File: src/rtl/dmem_arbiter_if.sv
// Bus bundle between the two requesters, the arbiter and the single-port data memory.
// The arbiter uses the slave modport; requesters and memory together form the master side.
interface dmem_arbiter_if #(
  parameter int unsigned AW = 8,
  parameter int unsigned DW = 8
);
  logic          req0;
  logic          we0;
  logic [AW-1:0] addr0;
  logic [DW-1:0] wdata0;
  logic          gnt0;
  logic          done0;
  logic          err0;
  logic [DW-1:0] rdata0;

  logic          req1;
  logic          we1;
  logic [AW-1:0] addr1;
  logic [DW-1:0] wdata1;
  logic          gnt1;
  logic          done1;
  logic          err1;
  logic [DW-1:0] rdata1;

  logic          mem_en;
  logic          mem_we;
  logic [AW-1:0] mem_addr;
  logic [DW-1:0] mem_wdata;
  logic [DW-1:0] mem_rdata;

  modport slave (
    input  req0, we0, addr0, wdata0, req1, we1, addr1, wdata1, mem_rdata,
    output gnt0, done0, err0, rdata0, gnt1, done1, err1, rdata1,
           mem_en, mem_we, mem_addr, mem_wdata
  );

  modport master (
    output req0, we0, addr0, wdata0, req1, we1, addr1, wdata1, mem_rdata,
    input  gnt0, done0, err0, rdata0, gnt1, done1, err1, rdata1,
           mem_en, mem_we, mem_addr, mem_wdata
  );
endinterface

File: src/rtl/dmem_arbiter.sv
// Two-requester arbiter for the single-port data memory: IDLE -> ACCESS -> RESPONSE per access.
// Define ARB_ROUND_ROBIN_EN for round-robin arbitration; otherwise port 0 has fixed priority.
module dmem_arbiter #(
  parameter int unsigned AW    = 8,
  parameter int unsigned DW    = 8,
  parameter int unsigned DEPTH = 11
) (
  input  logic          clk,
  input  logic          rst,
  dmem_arbiter_if.slave bus
);

`ifdef ARB_ROUND_ROBIN_EN
  localparam bit LP_RR = 1'b1;
`else
  localparam bit LP_RR = 1'b0;
`endif
  localparam logic [AW:0] LP_DEPTH = (AW+1)'(DEPTH);

  typedef enum logic [1:0] {
    S_IDLE     = 2'd0,
    S_ACCESS   = 2'd1,
    S_RESPONSE = 2'd2
  } state_t;

  state_t        r_state;
  logic          r_last;
  logic          r_win;
  logic          r_we;
  logic          r_legal;
  logic          r_gnt0, r_gnt1;
  logic          r_done0, r_done1;
  logic          r_err0, r_err1;
  logic [DW-1:0] r_rdata0, r_rdata1;
  logic          r_mem_en, r_mem_we;
  logic [AW-1:0] r_mem_addr;
  logic [DW-1:0] r_mem_wdata;

  logic          w_any;
  logic          w_pick1;
  logic          w_sel_we;
  logic [AW-1:0] w_sel_addr;
  logic [DW-1:0] w_sel_wdata;
  logic          w_sel_legal;

  // Winner selection; the pointer only matters when both ports contend in round-robin mode.
  always_comb begin
    w_any       = bus.req0 | bus.req1;
    w_pick1     = LP_RR ? (bus.req1 & (~bus.req0 | ~r_last))
                        : (bus.req1 & ~bus.req0);
    w_sel_we    = w_pick1 ? bus.we1    : bus.we0;
    w_sel_addr  = w_pick1 ? bus.addr1  : bus.addr0;
    w_sel_wdata = w_pick1 ? bus.wdata1 : bus.wdata0;
    w_sel_legal = ({1'b0, w_sel_addr} < LP_DEPTH);
  end

  always_ff @(posedge clk or posedge rst) begin
    if (rst) begin
      r_state     <= S_IDLE;
      r_last      <= 1'b1;
      r_win       <= 1'b0;
      r_we        <= 1'b0;
      r_legal     <= 1'b0;
      r_gnt0      <= 1'b0;
      r_gnt1      <= 1'b0;
      r_done0     <= 1'b0;
      r_done1     <= 1'b0;
      r_err0      <= 1'b0;
      r_err1      <= 1'b0;
      r_rdata0    <= '0;
      r_rdata1    <= '0;
      r_mem_en    <= 1'b0;
      r_mem_we    <= 1'b0;
      r_mem_addr  <= '0;
      r_mem_wdata <= '0;
    end else begin
      r_gnt0   <= 1'b0;
      r_gnt1   <= 1'b0;
      r_done0  <= 1'b0;
      r_done1  <= 1'b0;
      r_err0   <= 1'b0;
      r_err1   <= 1'b0;
      r_mem_en <= 1'b0;
      r_mem_we <= 1'b0;
      case (r_state)
        S_IDLE: begin
          if (w_any) begin
            r_win   <= w_pick1;
            r_we    <= w_sel_we;
            r_legal <= w_sel_legal;
            r_gnt0  <= ~w_pick1;
            r_gnt1  <= w_pick1;
            // Out-of-range accesses never strobe the memory.
            if (w_sel_legal) begin
              r_mem_en    <= 1'b1;
              r_mem_we    <= w_sel_we;
              r_mem_addr  <= w_sel_addr;
              r_mem_wdata <= w_sel_wdata;
            end
            r_state <= S_ACCESS;
          end
        end
        S_ACCESS: begin
          r_last  <= r_win;
          r_done0 <= ~r_win;
          r_done1 <= r_win;
          r_err0  <= ~r_win & ~r_legal;
          r_err1  <= r_win & ~r_legal;
          r_state <= S_RESPONSE;
        end
        S_RESPONSE: begin
          // Memory read data is valid this cycle; rejected reads return zero.
          if (!r_we) begin
            if (r_win) r_rdata1 <= r_legal ? bus.mem_rdata : '0;
            else       r_rdata0 <= r_legal ? bus.mem_rdata : '0;
          end
          r_state <= S_IDLE;
        end
        default: r_state <= S_IDLE;
      endcase
    end
  end

  assign bus.gnt0      = r_gnt0;
  assign bus.gnt1      = r_gnt1;
  assign bus.done0     = r_done0;
  assign bus.done1     = r_done1;
  assign bus.err0      = r_err0;
  assign bus.err1      = r_err1;
  assign bus.rdata0    = r_rdata0;
  assign bus.rdata1    = r_rdata1;
  assign bus.mem_en    = r_mem_en;
  assign bus.mem_we    = r_mem_we;
  assign bus.mem_addr  = r_mem_addr;
  assign bus.mem_wdata = r_mem_wdata;

endmodule
File: src/flat_wrapper.sv
// flat-port wrapper written by rule: the top's interface ports become plain ports
module dmem_arbiter_flat 
#(
  parameter int unsigned AW    = 8,
  parameter int unsigned DW    = 8,
  parameter int unsigned DEPTH = 11
)
  (clk, rst, bus_req0, bus_we0, bus_addr0, bus_wdata0, bus_req1, bus_we1, bus_addr1, bus_wdata1, bus_mem_rdata, bus_gnt0, bus_done0, bus_err0, bus_rdata0, bus_gnt1, bus_done1, bus_err1, bus_rdata1, bus_mem_en, bus_mem_we, bus_mem_addr, bus_mem_wdata);
  dmem_arbiter_if #(.AW(AW), .DW(DW)) bus_i ();
  input  logic clk;
  input  logic rst;
  input wire logic [$bits(bus_i.req0)-1:0] bus_req0;
  input wire logic [$bits(bus_i.we0)-1:0] bus_we0;
  input wire logic [$bits(bus_i.addr0)-1:0] bus_addr0;
  input wire logic [$bits(bus_i.wdata0)-1:0] bus_wdata0;
  input wire logic [$bits(bus_i.req1)-1:0] bus_req1;
  input wire logic [$bits(bus_i.we1)-1:0] bus_we1;
  input wire logic [$bits(bus_i.addr1)-1:0] bus_addr1;
  input wire logic [$bits(bus_i.wdata1)-1:0] bus_wdata1;
  input wire logic [$bits(bus_i.mem_rdata)-1:0] bus_mem_rdata;
  output wire logic [$bits(bus_i.gnt0)-1:0] bus_gnt0;
  output wire logic [$bits(bus_i.done0)-1:0] bus_done0;
  output wire logic [$bits(bus_i.err0)-1:0] bus_err0;
  output wire logic [$bits(bus_i.rdata0)-1:0] bus_rdata0;
  output wire logic [$bits(bus_i.gnt1)-1:0] bus_gnt1;
  output wire logic [$bits(bus_i.done1)-1:0] bus_done1;
  output wire logic [$bits(bus_i.err1)-1:0] bus_err1;
  output wire logic [$bits(bus_i.rdata1)-1:0] bus_rdata1;
  output wire logic [$bits(bus_i.mem_en)-1:0] bus_mem_en;
  output wire logic [$bits(bus_i.mem_we)-1:0] bus_mem_we;
  output wire logic [$bits(bus_i.mem_addr)-1:0] bus_mem_addr;
  output wire logic [$bits(bus_i.mem_wdata)-1:0] bus_mem_wdata;
  assign bus_i.req0 = bus_req0;
  assign bus_i.we0 = bus_we0;
  assign bus_i.addr0 = bus_addr0;
  assign bus_i.wdata0 = bus_wdata0;
  assign bus_i.req1 = bus_req1;
  assign bus_i.we1 = bus_we1;
  assign bus_i.addr1 = bus_addr1;
  assign bus_i.wdata1 = bus_wdata1;
  assign bus_i.mem_rdata = bus_mem_rdata;
  assign bus_gnt0 = bus_i.gnt0;
  assign bus_done0 = bus_i.done0;
  assign bus_err0 = bus_i.err0;
  assign bus_rdata0 = bus_i.rdata0;
  assign bus_gnt1 = bus_i.gnt1;
  assign bus_done1 = bus_i.done1;
  assign bus_err1 = bus_i.err1;
  assign bus_rdata1 = bus_i.rdata1;
  assign bus_mem_en = bus_i.mem_en;
  assign bus_mem_we = bus_i.mem_we;
  assign bus_mem_addr = bus_i.mem_addr;
  assign bus_mem_wdata = bus_i.mem_wdata;
  dmem_arbiter #(.AW(AW), .DW(DW), .DEPTH(DEPTH)) u_core (.clk(clk), .rst(rst), .bus(bus_i));
endmodule
File: config.mk
export PLATFORM = sky130hd
export DESIGN_NAME = dmem_arbiter_flat
export DESIGN_NICKNAME = d
export VERILOG_FILES = /design/src/rtl/dmem_arbiter_if.sv /design/src/rtl/dmem_arbiter.sv /design/src/flat_wrapper.sv
export SDC_FILE = /design/constraint.sdc
export NUM_CORES = 1
export LEC_CHECK = 0
export BUFFER_PORTS_ARGS = -buffer_cell sky130_fd_sc_hd__buf_2
export CELL_PAD_IN_SITES_DETAIL_PLACEMENT = 0
export CELL_PAD_IN_SITES_GLOBAL_PLACEMENT = 1
export CORE_ASPECT_RATIO = 1.1
export CORE_MARGIN = 2
export CORE_UTILIZATION = 35
export CTS_CLUSTER_SIZE = 40
export DETAILED_ROUTE_END_ITERATION = 10
export PLACE_DENSITY_LB_ADDON = 0.1
export SYNTH_ARGS = -nofsm -noshare
export SYNTH_HDL_FRONTEND = slang
export SYNTH_SLANG_ARGS = --single-unit
File: constraint.sdc
create_clock -name clk -period 3.4 [get_ports clk]
set_input_delay 0.68 -clock clk [delete_from_list [all_inputs] [get_ports clk]]
set_output_delay 0.68 -clock clk [all_outputs]
set_load 0.01 [all_outputs]
==> reports/results.md, run 1 <==
| Group | Metric | Value |
|---|---|---|
| global route | Maximum number of pins on one net before global-route repair | 46 |
| timing | Measured slew at the worst slew-check pin | 0.919 ns |
| die | Total number of placement rows | 27 |
| place | Number of cells in the design after placement | 290 |
| synth | Most frequently used cell type in the post-synthesis netlist | dfrtp_1 |
| synth | Synthesized instance count | 150 |
| global route | GR Layer Usage met3 | 0.0316 |
| worst setup path | Crit end category | flop |
| timing | Hold Vio Cnt, Final | 0 |
| worst setup path | Category of cells accounting for the largest share of critical-path delay | compound AO/OA/AOI/OAI gates |
| job | Max cap viols | 0 |
| cells and area | Count of inserted antenna diode cells | 0 |
| global route | Global-route layer with the greatest usage | met2 |
| cells and area | Filler cell count in the final layout | 476 |
| timing | Post-Route Setup TNS | 0 ns |
| timing | Max transition margin | 0.386 |
| die | Top-level I/O count | 86 |
| cells and area | Number of non-filler instances in the completed layout | 297 |
| place | Final RePlAce weighted congestion | 0.764 |
| power and ir drop | PnR Total Power | 1.74 mW |
| synth | Count of flip-flops with a built-in enable after synthesis | 0 |
| drt | Number of DRC violations after detailed-routing iteration 0 | 55 |
| timing | RSZ-0062 raised after global routing | no |
| timing | Achievable clock frequency | 400 MHz |
| clock network | CTS tree | built |
| worst setup path | Crit path cell chain | buf_2 > or4_1 > a211o_1 > a211oi_4 > mux2_2 |
| global route | Total GRT Usage | 0.137 |
| cells and area | Footprint of the multi-input gates | 639 sq um |
| drt | Residual antenna-violating net count after detailed routing | 0 |
| synth | Primary flip-flop cell chosen by synthesis mapping | dfrtp_1 |
| worst setup path | Worst EP arrival | 2.67 ns |
| worst setup path | Critical path data required time | 3.57 ns |
| hold path | Class of the worst hold path | reg2reg |
| clock network | Count of cells resized by post-cts repair | 0 |
| drt | Pre-antenna DRT Iters | 4 |
| worst setup path | Maximum fanout along the worst path | 14 |
| clock network | Hold buffer count at CTS | 0 |
| die | Initial Util | 0.362 |
| drt | Detailed Route WL | 3.80 mm |
| die | Height of the die | 79.4 um |
| cells and area | Design Area, Final | 2400 sq um |
| synth | Post-synth top area share | 0.622 |
| cells and area | Ratio of cells with drive above 1 in the final layout | 0.494 |
| clock network | Clock latency of the later-clocked register in the worst-skew pair | 0.29 ns |
| clock network | Library cell used as clock root buffer | clkbuf_8 |
| clock network | H-Tree Level Count | 2 |
| synth | Total of warnings raised by yosys | 0 |
| drt | WL/cell | 12.8 um |
| cells and area | Post-layout net count | 285 |
| timing | Final count of negative-setup-slack endpoints | 0 |
| global route | Met1 usage | 0.177 |
| worst setup path | Maximum single-stage delay on the critical path | 0.65 ns |
| clock network | Number of clock sinks seen by CTS | 45 |
| drt | Vias | 1412 |
| die | Area inside the core boundary | 5000 sq um |
| clock network | Clock-pin slew on the worst setup and hold paths | 0.08 ns |
| die | Horiz. Die Dim | 72.6 um |
| global route | Overflow after GRT | 0 |
| die | Area of the die | 5770 sq um |
| synth | Leading post-synthesis cells by cell area | dfrtp_1, mux2_2, nand2_1 |
| synth | Synth Register Bits | 45 |
| global route | Global-route wire length before repair | 6.10 mm |
| run status | Run status | completed |
| synth | Net count after synthesis | 196 |
| cells and area | Core Util, Final | 0.481 |
| timing | Post-Route Hold Slack | 0.482 ns |
| clock network | Number of buffers added for setup after CTS | 0 |
| global route | Number of global-route vias before repair | 1409 |
| place | DP HPWL | 2.86 mm |
| power and ir drop | Lkg Pwr | 1.31 nW |
| place | Post-Place Setup Slack | 0.570 ns |
| drt | Via density per instance | 4.75 |
| cells and area | Area of all sequential standard cells | 1130 sq um |
| timing | Final slew viol count | 0 |
| synth | Summed instance area of the synthesized netlist | 1810 sq um |
| synth | Number of distinct library cell variants in the gate-level netlist after synthesis | 22 |
| worst setup path | Critical Path Start Type | primary input |
| synth | Library cell with the largest summed area after synthesis | dfrtp_1 |
| synth | Post-Synthesis Mean Instance Area | 12.1 sq um |
| global route | Met2 Usage GRT | 0.218 |
| timing | Worst clock skew | 0.00582 ns |
| timing | Crit path time final | 2.50 ns |
| timing | Post-route setup slack | 0.903 ns |
| drt | DRC | 0 |
| place | Area after DPL | 2300 sq um |
| clock network | Maximum buffer depth of the clock tree | 2 |
| cells and area | Layout area overhead | 32.8% |
| synth | Async S/R FF share, synth | 1.00 |
| place | Input/output buffers | 85 |
| power and ir drop | Worst-case vdd ir drop | 0.221 mV |
| worst setup path | Slowest cell on the critical path | a211oi_4 |
| power and ir drop | Power per standard cell area | 724 nW/um^2 |
| global route | Antenna violations before repair | 0 |
| synth | Synth cell count leaders | dfrtp_1, nand2_1, mux2_2, o21ai_0, nor2b_1 |
| synth | Portion of the post-synthesis area used by sequential elements | 0.622 |
| timing | Ratio of final minimum period to clock period | 0.734 |
| clock network | Clock buffers created by TritonCTS | 5 |
| worst setup path | Critical setup path kind | in2reg |
| worst setup path | Number of buffers and inverters on the critical path | 1 |
## cell families after synthesis
kind of cell    count (synthesis)  synth area share
simple gates                   47             0.120
flops                          45             0.622
mux                            25             0.155
compound gates                 23            0.0781
buf+inv                        10            0.0249
## cell type report
type                            count  share of cell area
Clock inverter                      2              0.0146
Tap cell                           58              0.0302
Timing Repair Buffer               88               0.186
Inverter                            4             0.00624
Multi-Input combinational cell     95               0.266
Clock buffer                        5              0.0286
Sequential cell                    45               0.468
## metal layers
layer | vias up | routed length (um)
met5 | - | 0
li1 | 681 | -
met4 | 0 | 36
met2 | 72 | 1800
met3 | 5 | 281
met1 | 654 | 1680
## path summary, 6_finish.rpt
kind | to | slack [ns] | start | cells past startpoint
max | u_core.bus.mem_wdata[6] | 0.90 | bus_addr1[7] | 5
min | u_core.bus.rdata0[7] | 0.48 | u_core.bus.rdata0[7] | 2
min reg2reg | u_core.bus.rdata0[7] | 0.48 | u_core.bus.rdata0[7] | 2
max reg2reg | u_core.bus.mem_wdata[6] | 1.28 | u_core.r_state[1] | 4
max in group asynchronous | u_core.r_we | 2.24 | rst | 2
min in group asynchronous | u_core.bus.rdata1[0] | 0.59 | rst | 2
## layout by cell type (no fill, tap or decap)
cell       synthesis  layout
mux2_2            21      21
o21ai_0           18      18
mux2_1             3       3
nand2b_1           2       2
buf_2              0      85
nor3_1             2       2
bufinv_16          0       1
nand2_1           26      26
nand3b_1           1       1
inv_1              4       3
nor2_1             3       3
nor4_1             1       1
mux2i_1            1       1
a21o_1             3       3
or4_1              1       1
buf_4              0       3
a211o_1            1       1
dfrtp_1           45      45
clkbuf_8           0       5
and2_1             1       1
and3_1             1       1
nor2b_1            6       6
a211oi_4           1       1
inv_2              0       1
clkinv_2           0       1
nand3_1            3       3
## flip-flops by register name (all words and copies together) (netlist names), 2 cells and up
name,count
u_core.bus.rdata1,8
u_core.bus.mem_addr,8
u_core.r_state,2
u_core.bus.mem_wdata,8
u_core.bus.rdata0,8
## worst register-to-register path: stages (launching register included)
cell	delay, ns
dfrtp_1	0.42
nor2_1	0.16
o21ai_0	0.29
a211oi_4	0.72
mux2_2	0.41
## where the power goes
group / internal, mW / switching (mW)
registers: 0.726 / 0.102
clock network: 0.214 / 0.166
logic: 0.243 / 0.290
total: 1.18 / 0.558
(Power assumes the default switching activity.)
==> run 2, diff against run 1 <==
--- a/config.mk
+++ b/config.mk
@@ -10,7 +10,7 @@
 export CELL_PAD_IN_SITES_GLOBAL_PLACEMENT = 1
 export CORE_ASPECT_RATIO = 1.1
 export CORE_MARGIN = 2
-export CORE_UTILIZATION = 35
+export CORE_UTILIZATION = 31
 export CTS_CLUSTER_SIZE = 40
 export DETAILED_ROUTE_END_ITERATION = 10
 export PLACE_DENSITY_LB_ADDON = 0.1
==> constraint.sdc (replaced) <==
create_clock -name clk -period 2.19 [get_ports clk]
set_input_delay 0.438 -clock clk [delete_from_list [all_inputs] [get_ports clk]]
set_output_delay 0.438 -clock clk [all_outputs]
set_load 0.01 [all_outputs]
==> run 2 against run 1 <==
  * Global-route usage decreased by 0.63 points
  * Highest routed layer unchanged
  * Clock skew decreased by 0.0016 ns
  * Setup slack got worse by 0.66 ns
  * First-iteration DRC count decreased by 45%
  * Clock-buffer cell count increased by 2
  * Non-clock buffer count increased by 3
  * Critical path depth increased by 1
  * Critical endpoint is now u_core.bus.mem_wdata[5]
  * Largest cell class unchanged
  * Die area increased by 12%
  * Final area increased by 2.8%
==> reports/results.md, run 2 (synthesized netlist as in run 1, its figures left out) <==
| Group | Metric | Value |
|---|---|---|
| run status | Run status | completed |
| worst setup path | Cells on worst reg2reg path | 6 |
| power and ir drop | Lkg Pwr | 1.33 nW |
| global route | Met2 Usage GRT | 0.198 |
| drt | Vias | 1378 |
| worst setup path | Reg-to-reg setup timing slack | 0.45 ns |
| global route | Number of global-route vias before repair | 1418 |
| cells and area | Filler cell count in the final layout | 600 |
| cells and area | Area of all sequential standard cells | 1130 sq um |
| die | Total number of placement rows | 29 |
| hold path | Class of the worst hold path | in2async |
| cells and area | Leading cell type in the layout, fill and taps excluded | buf_2 |
| drt | Residual antenna-violating net count after detailed routing | 0 |
| clock network | Clock buffers created by TritonCTS | 5 |
| worst setup path | Crit path cell chain | buf_2 > or4_1 > a211o_1 > a211oi_4 > buf_12 > mux2_2 |
| drt | WL/cell | 12.4 um |
| drt | Number of DRC violations after detailed-routing iteration 0 | 30 |
| drt | Pre-antenna DRT Iters | 4 |
| cells and area | Top library cells by usage in the layout, fill and taps aside | buf_2, dfrtp_1, nand2_1 |
| worst setup path | Slowest cell on the critical path | or4_1 |
| global route | Overflow after GRT | 0 |
| worst setup path | Critical setup path kind | in2reg |
| global route | GR Layer Usage met3 | 0.0452 |
| cells and area | Post-layout net count | 288 |
| clock network | Clock latency of the later-clocked register in the worst-skew pair | 0.29 ns |
| timing | Measured slew at the worst slew-check pin | 0.553 ns |
| timing | Hold Vio Cnt, Final | 0 |
| worst setup path | Reg2reg end | u_core.bus.mem_wdata[5] |
| timing | Ratio of final minimum period to clock period | 0.888 |
| cells and area | Count of inserted antenna diode cells | 0 |
| job | Max cap viols | 0 |
| worst setup path | Crit end category | flop |
| global route | Global-route wire length before repair | 6.75 mm |
| timing | RSZ-0062 raised after global routing | no |
| timing | Final count of negative-setup-slack endpoints | 0 |
| worst setup path | Worst EP arrival | 2.12 ns |
| timing | Max transition margin | 0.630 |
| place | DP HPWL | 3.02 mm |
| die | Initial Util | 0.318 |
| worst setup path | Startpoint of the lowest-slack register-to-register path | u_core.r_state[1] |
| die | Height of the die | 84.2 um |
| clock network | Number of buffers added for setup after CTS | 0 |
| global route | Antenna violations before repair | 0 |
| cells and area | Footprint of the multi-input gates | 651 sq um |
| worst setup path | Critical path data required time | 2.37 ns |
| timing | Post-Route Hold Slack | 0.142 ns |
| clock network | CTS tree | built |
| place | Input/output buffers | 85 |
| timing | Final slew viol count | 0 |
| die | Horiz. Die Dim | 76.9 um |
| place | Final RePlAce weighted congestion | 0.715 |
| power and ir drop | Power per standard cell area | 1090 nW/um^2 |
| clock network | Library cell used as clock root buffer | clkbuf_8 |
| drt | Detailed Route WL | 3.98 mm |
| cells and area | Layout area overhead | 36.6% |
| clock network | Clock-pin slew on the worst setup and hold paths | 0.08 ns |
| die | Area inside the core boundary | 5700 sq um |
| clock network | Hold buffer count at CTS | 0 |
| global route | Global-route layer with the greatest usage | met2 |
| cells and area | Ratio of cells with drive above 1 in the final layout | 0.514 |
| timing | Achievable clock frequency | 514 MHz |
| clock network | Number of clock sinks seen by CTS | 45 |
| global route | Total GRT Usage | 0.131 |
| global route | Met1 usage | 0.179 |
| worst setup path | Maximum single-stage delay on the critical path | 0.50 ns |
| worst setup path | Maximum fanout along the worst path | 15 |
| drt | Via density per instance | 4.31 |
| drt | DRC | 0 |
| cells and area | Core Util, Final | 0.434 |
| worst setup path | Critical Path Start Type | primary input |
| die | Top-level I/O count | 86 |
| die | Area of the die | 6470 sq um |
| global route | Maximum number of pins on one net before global-route repair | 22 |
| clock network | Maximum buffer depth of the clock tree | 2 |
| clock network | H-Tree Level Count | 2 |
| power and ir drop | Worst-case vdd ir drop | 0.354 mV |
| clock network | Count of cells resized by post-cts repair | 0 |
| timing | Worst clock skew | 0.00417 ns |
| timing | Crit path time final | 1.94 ns |
run 2: cell types whose count changed in the layout (fill, tap and decap cells not counted):
cell | before | now
buf_4 | 3 | 5
clkbuf_8 | 5 | 7
mux2_4 | 0 | 3
bufinv_16 | 1 | 0
buf_12 | 0 | 1
mux2_1 | 3 | 0
run 2: stage by stage:
stage	total power, mW	setup slack (ns)	std cells	instance area, sq um	setup TNS, ns
global route	2.92	0.199	320	2470	0
CTS	2.76	0.245	320	2470	0
detailed placement	2.19	-0.0661	312	2370	-0.544
finish	2.70	0.246	320	2470	0
floorplan	1.77	-0.0833	150	1820	-0.250
global placement	2.18	-0.0416	312	2370	-0.393
run 2: per-layer routing:
metal,share of wire,vias to the layer above
met5,0,-
met4,0.0058,0
met3,0.080,2
met2,0.46,62
met1,0.45,625
li1,-,689
run 2: report_power, final:
part	leakage (nW)	internal, mW	switching, mW
clock network	0.0542	0.285	0.268
logic	0.685	0.410	0.449
registers	0.596	1.13	0.165
run 2: area by class of cell:
cell class              count  share of cell area
well taps                  77              0.0390
repair buffers             91               0.195
inverters                   4             0.00607
multi-input cells          95               0.263
clock inverters             1             0.00202
flip-flops and latches     45               0.455
clock buffers               7              0.0390
run 2: worst max path at each step:
stage          slack [ns]                      end         start  cells after the start
2_1_floorplan       -0.08  u_core.bus.mem_wdata[0]  bus_addr1[7]                      5
3_3_place_gp        -0.04  u_core.bus.mem_wdata[7]  bus_addr1[7]                      6
6_report             0.25  u_core.bus.mem_wdata[5]  bus_addr1[7]                      6
3_5_place_dp        -0.07  u_core.bus.mem_wdata[5]  bus_addr1[7]                      6
5_1_grt              0.20  u_core.bus.mem_wdata[5]  bus_addr1[7]                      6
4_1_cts              0.24  u_core.bus.mem_wdata[5]  bus_addr1[7]                      6
run 2: worst max-delay path: cells and delay by family:
family | cells | cell delay [ns]
AOI/OAI and AO/OA | 2 | 0.55
buffers and inverters | 2 | 0.28
muxes | 1 | 0.34
and+or+nand+nor | 1 | 0.50
==> run 3, diff against run 2 <==
--- a/config.mk
+++ b/config.mk
@@ -5,12 +5,14 @@
 export SDC_FILE = /design/constraint.sdc
 export NUM_CORES = 1
 export LEC_CHECK = 0
+export ABC_AREA = 1
 export BUFFER_PORTS_ARGS = -buffer_cell sky130_fd_sc_hd__buf_2
+export CAP_MARGIN = 0
 export CELL_PAD_IN_SITES_DETAIL_PLACEMENT = 0
 export CELL_PAD_IN_SITES_GLOBAL_PLACEMENT = 1
 export CORE_ASPECT_RATIO = 1.1
 export CORE_MARGIN = 2
-export CORE_UTILIZATION = 31
+export CORE_UTILIZATION = 30
 export CTS_CLUSTER_SIZE = 40
 export DETAILED_ROUTE_END_ITERATION = 10
 export PLACE_DENSITY_LB_ADDON = 0.1
==> run 3 against run 2 <==
  * Global-route usage grew 0.58 points
  * Largest cell class unchanged
  * Sequential share of layout area shrank 0.73 points
  * Highest routed layer unchanged
  * Die area grew 8.9%
  * Register-to-register slack gained 0.24 ns
  * Setup slack gained 0.45 ns
  * Critical path depth grew 5
  * Clock skew is essentially flat
  * Synthesized area grew 5.8%
  * Flip-flop and latch count is the same
==> reports/results.md, run 3 <==
| Group | Metric | Value |
|---|---|---|
| run status | Run status | completed |
| worst setup path | Critical setup path kind | in2reg |
| power and ir drop | Comb pwr share | 0.339 |
| timing | Measured slew at the worst slew-check pin | 0.473 ns |
| drt | DRC | 0 |
| synth | Net count after synthesis | 267 |
| power and ir drop | Net Sw Frac | 0.355 |
| synth | Synth cell count leaders | nand2_1, dfrtp_1, o21ai_0, inv_1, nand3_1 |
| worst setup path | Crit path cell chain | buf_2 > inv_1 > nand2_2 > nand2_1 > nand2_1 > nand2_1 > nand2_1 > nand2_1 > nand2_4 > inv_1 > nor2_1 |
| synth | Summed instance area of the synthesized netlist | 1920 sq um |
| clock network | Number of clock sinks seen by CTS | 45 |
| place | Final RePlAce weighted congestion | 0.741 |
| drt | Number of DRC violations after detailed-routing iteration 0 | 70 |
| place | Input/output buffers | 85 |
| drt | Via density per instance | 4.26 |
| synth | Post-synth top area share | 0.588 |
| worst setup path | Number of buffers and inverters on the critical path | 3 |
| die | Top-level I/O count | 86 |
| synth | Total of warnings raised by yosys | 0 |
| cells and area | Ratio of cells with drive above 1 in the final layout | 0.346 |
| timing | Hold Vio Cnt, Final | 0 |
| clock network | Maximum buffer depth of the clock tree | 2 |
| global route | Met1 usage | 0.170 |
| cells and area | Top library cells by usage in the layout, fill and taps aside | nand2_1, buf_2, dfrtp_1 |
| hold path | Class of the worst hold path | in2async |
| power and ir drop | Worst-case vdd ir drop | 0.432 mV |
| synth | Portion of the post-synthesis area used by sequential elements | 0.588 |
| cells and area | Count of inserted antenna diode cells | 0 |
| timing | Final count of negative-setup-slack endpoints | 0 |
| die | Area inside the core boundary | 6160 sq um |
| power and ir drop | Fraction of power consumed by sequential logic | 0.472 |
| worst setup path | Startpoint of the lowest-slack register-to-register path | u_core.r_state[1] |
| die | Total number of placement rows | 30 |
| clock network | Clock buffers created by TritonCTS | 5 |
| power and ir drop | Cell-internal power | 1.82 mW |
| clock network | Number of buffers added for setup after CTS | 0 |
| global route | Global-route layer with the greatest usage | met2 |
| die | Height of the die | 87.8 um |
| clock network | Clock-pin slew on the worst setup and hold paths | 0.08 ns |
| global route | Number of global-route vias before repair | 1623 |
| die | Horiz. Die Dim | 80.2 um |
| die | Area of the die | 7040 sq um |
| timing | Max transition margin | 0.684 |
| synth | Leading post-synthesis cells by cell area | dfrtp_1, nand2_1, o21ai_0 |
| cells and area | Post-layout net count | 354 |
| global route | Antenna violations before repair | 0 |
| timing | RSZ-0062 raised after global routing | no |
| cells and area | Layout area overhead | 31.2% |
| synth | Synthesized instance count | 221 |
| clock network | H-Tree Level Count | 2 |
| global route | Total GRT Usage | 0.137 |
| drt | Vias | 1658 |
| worst setup path | Critical path data required time | 2.38 ns |
| die | Initial Util | 0.311 |
| synth | Library cell with the largest summed area after synthesis | dfrtp_1 |
| timing | Ratio of final minimum period to clock period | 0.684 |
| synth | Post-Synthesis Mean Instance Area | 8.67 sq um |
| clock network | Hold buffer count at CTS | 0 |
| worst setup path | Startpoint of the most critical setup path | bus_req0 |
| power and ir drop | Lkg Pwr | 1.45 nW |
| worst setup path | Reg-to-reg setup timing slack | 0.69 ns |
| worst setup path | Cell mode on critical path | nand2_1 |
| global route | Maximum number of pins on one net before global-route repair | 36 |
| drt | Pre-antenna DRT Iters | 4 |
| worst setup path | Crit end category | flop |
| job | Max cap viols | 0 |
| power and ir drop | Switching power summed over all nets | 999 uW |
| synth | Async S/R FF share, synth | 1.00 |
| clock network | CTS tree | built |
| place | Post-Place Setup Slack | 0.347 ns |
| clock network | Count of cells resized by post-cts repair | 0 |
| synth | Count of flip-flops with a built-in enable after synthesis | 0 |
| worst setup path | Slowest cell on the critical path | nand2_2 |
| synth | Number of distinct library cell variants in the gate-level netlist after synthesis | 21 |
| timing | Final slew viol count | 0 |
| timing | Post-route setup slack | 0.693 ns |
| clock network | Clock latency of the later-clocked register in the worst-skew pair | 0.29 ns |
| timing | Achievable clock frequency | 668 MHz |
| synth | Most frequently used cell type in the post-synthesis netlist | nand2_1 |
| power and ir drop | PnR Total Power | 2.81 mW |
| worst setup path | Cells on worst reg2reg path | 8 |
| global route | Overflow after GRT | 0 |
| worst setup path | Worst EP arrival | 1.69 ns |
| drt | Detailed Route WL | 4.58 mm |
| worst setup path | Category of cells accounting for the largest share of critical-path delay | simple AND/OR/NAND/NOR gates |
| cells and area | Leading cell type in the layout, fill and taps excluded | nand2_1 |
| global route | Met2 Usage GRT | 0.223 |
| timing | Worst clock skew | 0.00404 ns |
| drt | WL/cell | 11.8 um |
| drt | Residual antenna-violating net count after detailed routing | 0 |
| timing | Crit path time final | 1.50 ns |
| worst setup path | Reg2reg end | u_core.bus.mem_addr[7] |
| clock network | Library cell used as clock root buffer | clkbuf_8 |
| global route | GR Layer Usage met3 | 0.0340 |
| worst setup path | Maximum single-stage delay on the critical path | 0.23 ns |
| worst setup path | Critical Path Start Type | primary input |
| power and ir drop | Clock share of power | 0.190 |
| place | DP HPWL | 3.46 mm |
| timing | Post-Route Setup TNS | 0 ns |
| synth | Primary flip-flop cell chosen by synthesis mapping | dfrtp_1 |
| synth | Synth Register Bits | 45 |
| global route | Global-route wire length before repair | 7.40 mm |
| power and ir drop | Power per standard cell area | 1120 nW/um^2 |
| worst setup path | Maximum fanout along the worst path | 16 |
==> run 3: final cells by class <==
cell class                      instances  area, sq um
Multi-Input combinational cell        149          658
Tap cell                               80          100
Fill cell                             696         3640
Inverter                               19         71.3
Timing Repair Buffer                   88          460
Sequential cell                        45         1130
Clock buffer                            6         82.6
Clock inverter                          2         13.8
==> run 3: cells by family (layout without fill, tap and decap cells) <==
group | Yosys count | in the layout | synth area share
AND/OR/NAND/NOR | 127 | 127 | 0.281
flip-flops | 45 | 45 | 0.588
buffers and inverters | 27 | 115 | 0.0686
AO/OA/AOI/OAI | 21 | 21 | 0.0575
multiplexers | 1 | 1 | 0.00523
==> run 3: worst max-delay path by stage <==
stage               slack, ns                      to  depth (start not counted)
finish                   0.69  u_core.bus.mem_addr[7]                         11
global route             0.46  u_core.bus.mem_addr[5]                          8
CTS                      0.66  u_core.bus.mem_addr[7]                          8
detailed placement       0.35  u_core.bus.mem_addr[7]                         11
global placement         0.37  u_core.bus.mem_addr[7]                         11
floorplan                0.69        u_core.bus.done0                          1
==> run 3: layer usage <==
layer | wire length (um) | vias up
li1 | - | 855
met1 | 1970 | 741
met2 | 2230 | 57
met3 | 302 | 5
met4 | 87 | 0
met5 | 0 | -
==> run 3: power by group through the flow <==
| stage | registers [mW] | logic (mW) | clock network, mW |
|---|---|---|---|
| after floorplan | 1.49 | 0.380 | 0 |
| after detailed placement | 1.35 | 0.978 | 0 |
| final | 1.33 | 0.953 | 0.534 |
| after CTS | 1.33 | 0.980 | 0.563 |
| after global routing | 1.38 | 1.09 | 0.595 |
| after global placement | 1.34 | 0.975 | 0 |
==> run 3: through the flow <==
stage | hold slack, ns | area [sq um] | util | instances
after detailed placement | 0.385 | 2420 | 0.392 | 381
after global placement | 0.389 | 2420 | 0.392 | 381
after CTS | 0.0568 | 2510 | 0.408 | 389
after floorplan | 0.413 | 1920 | - | 221
final | 0.0610 | 2510 | 0.408 | 389
after global routing | 0.0682 | 2510 | 0.408 | 389
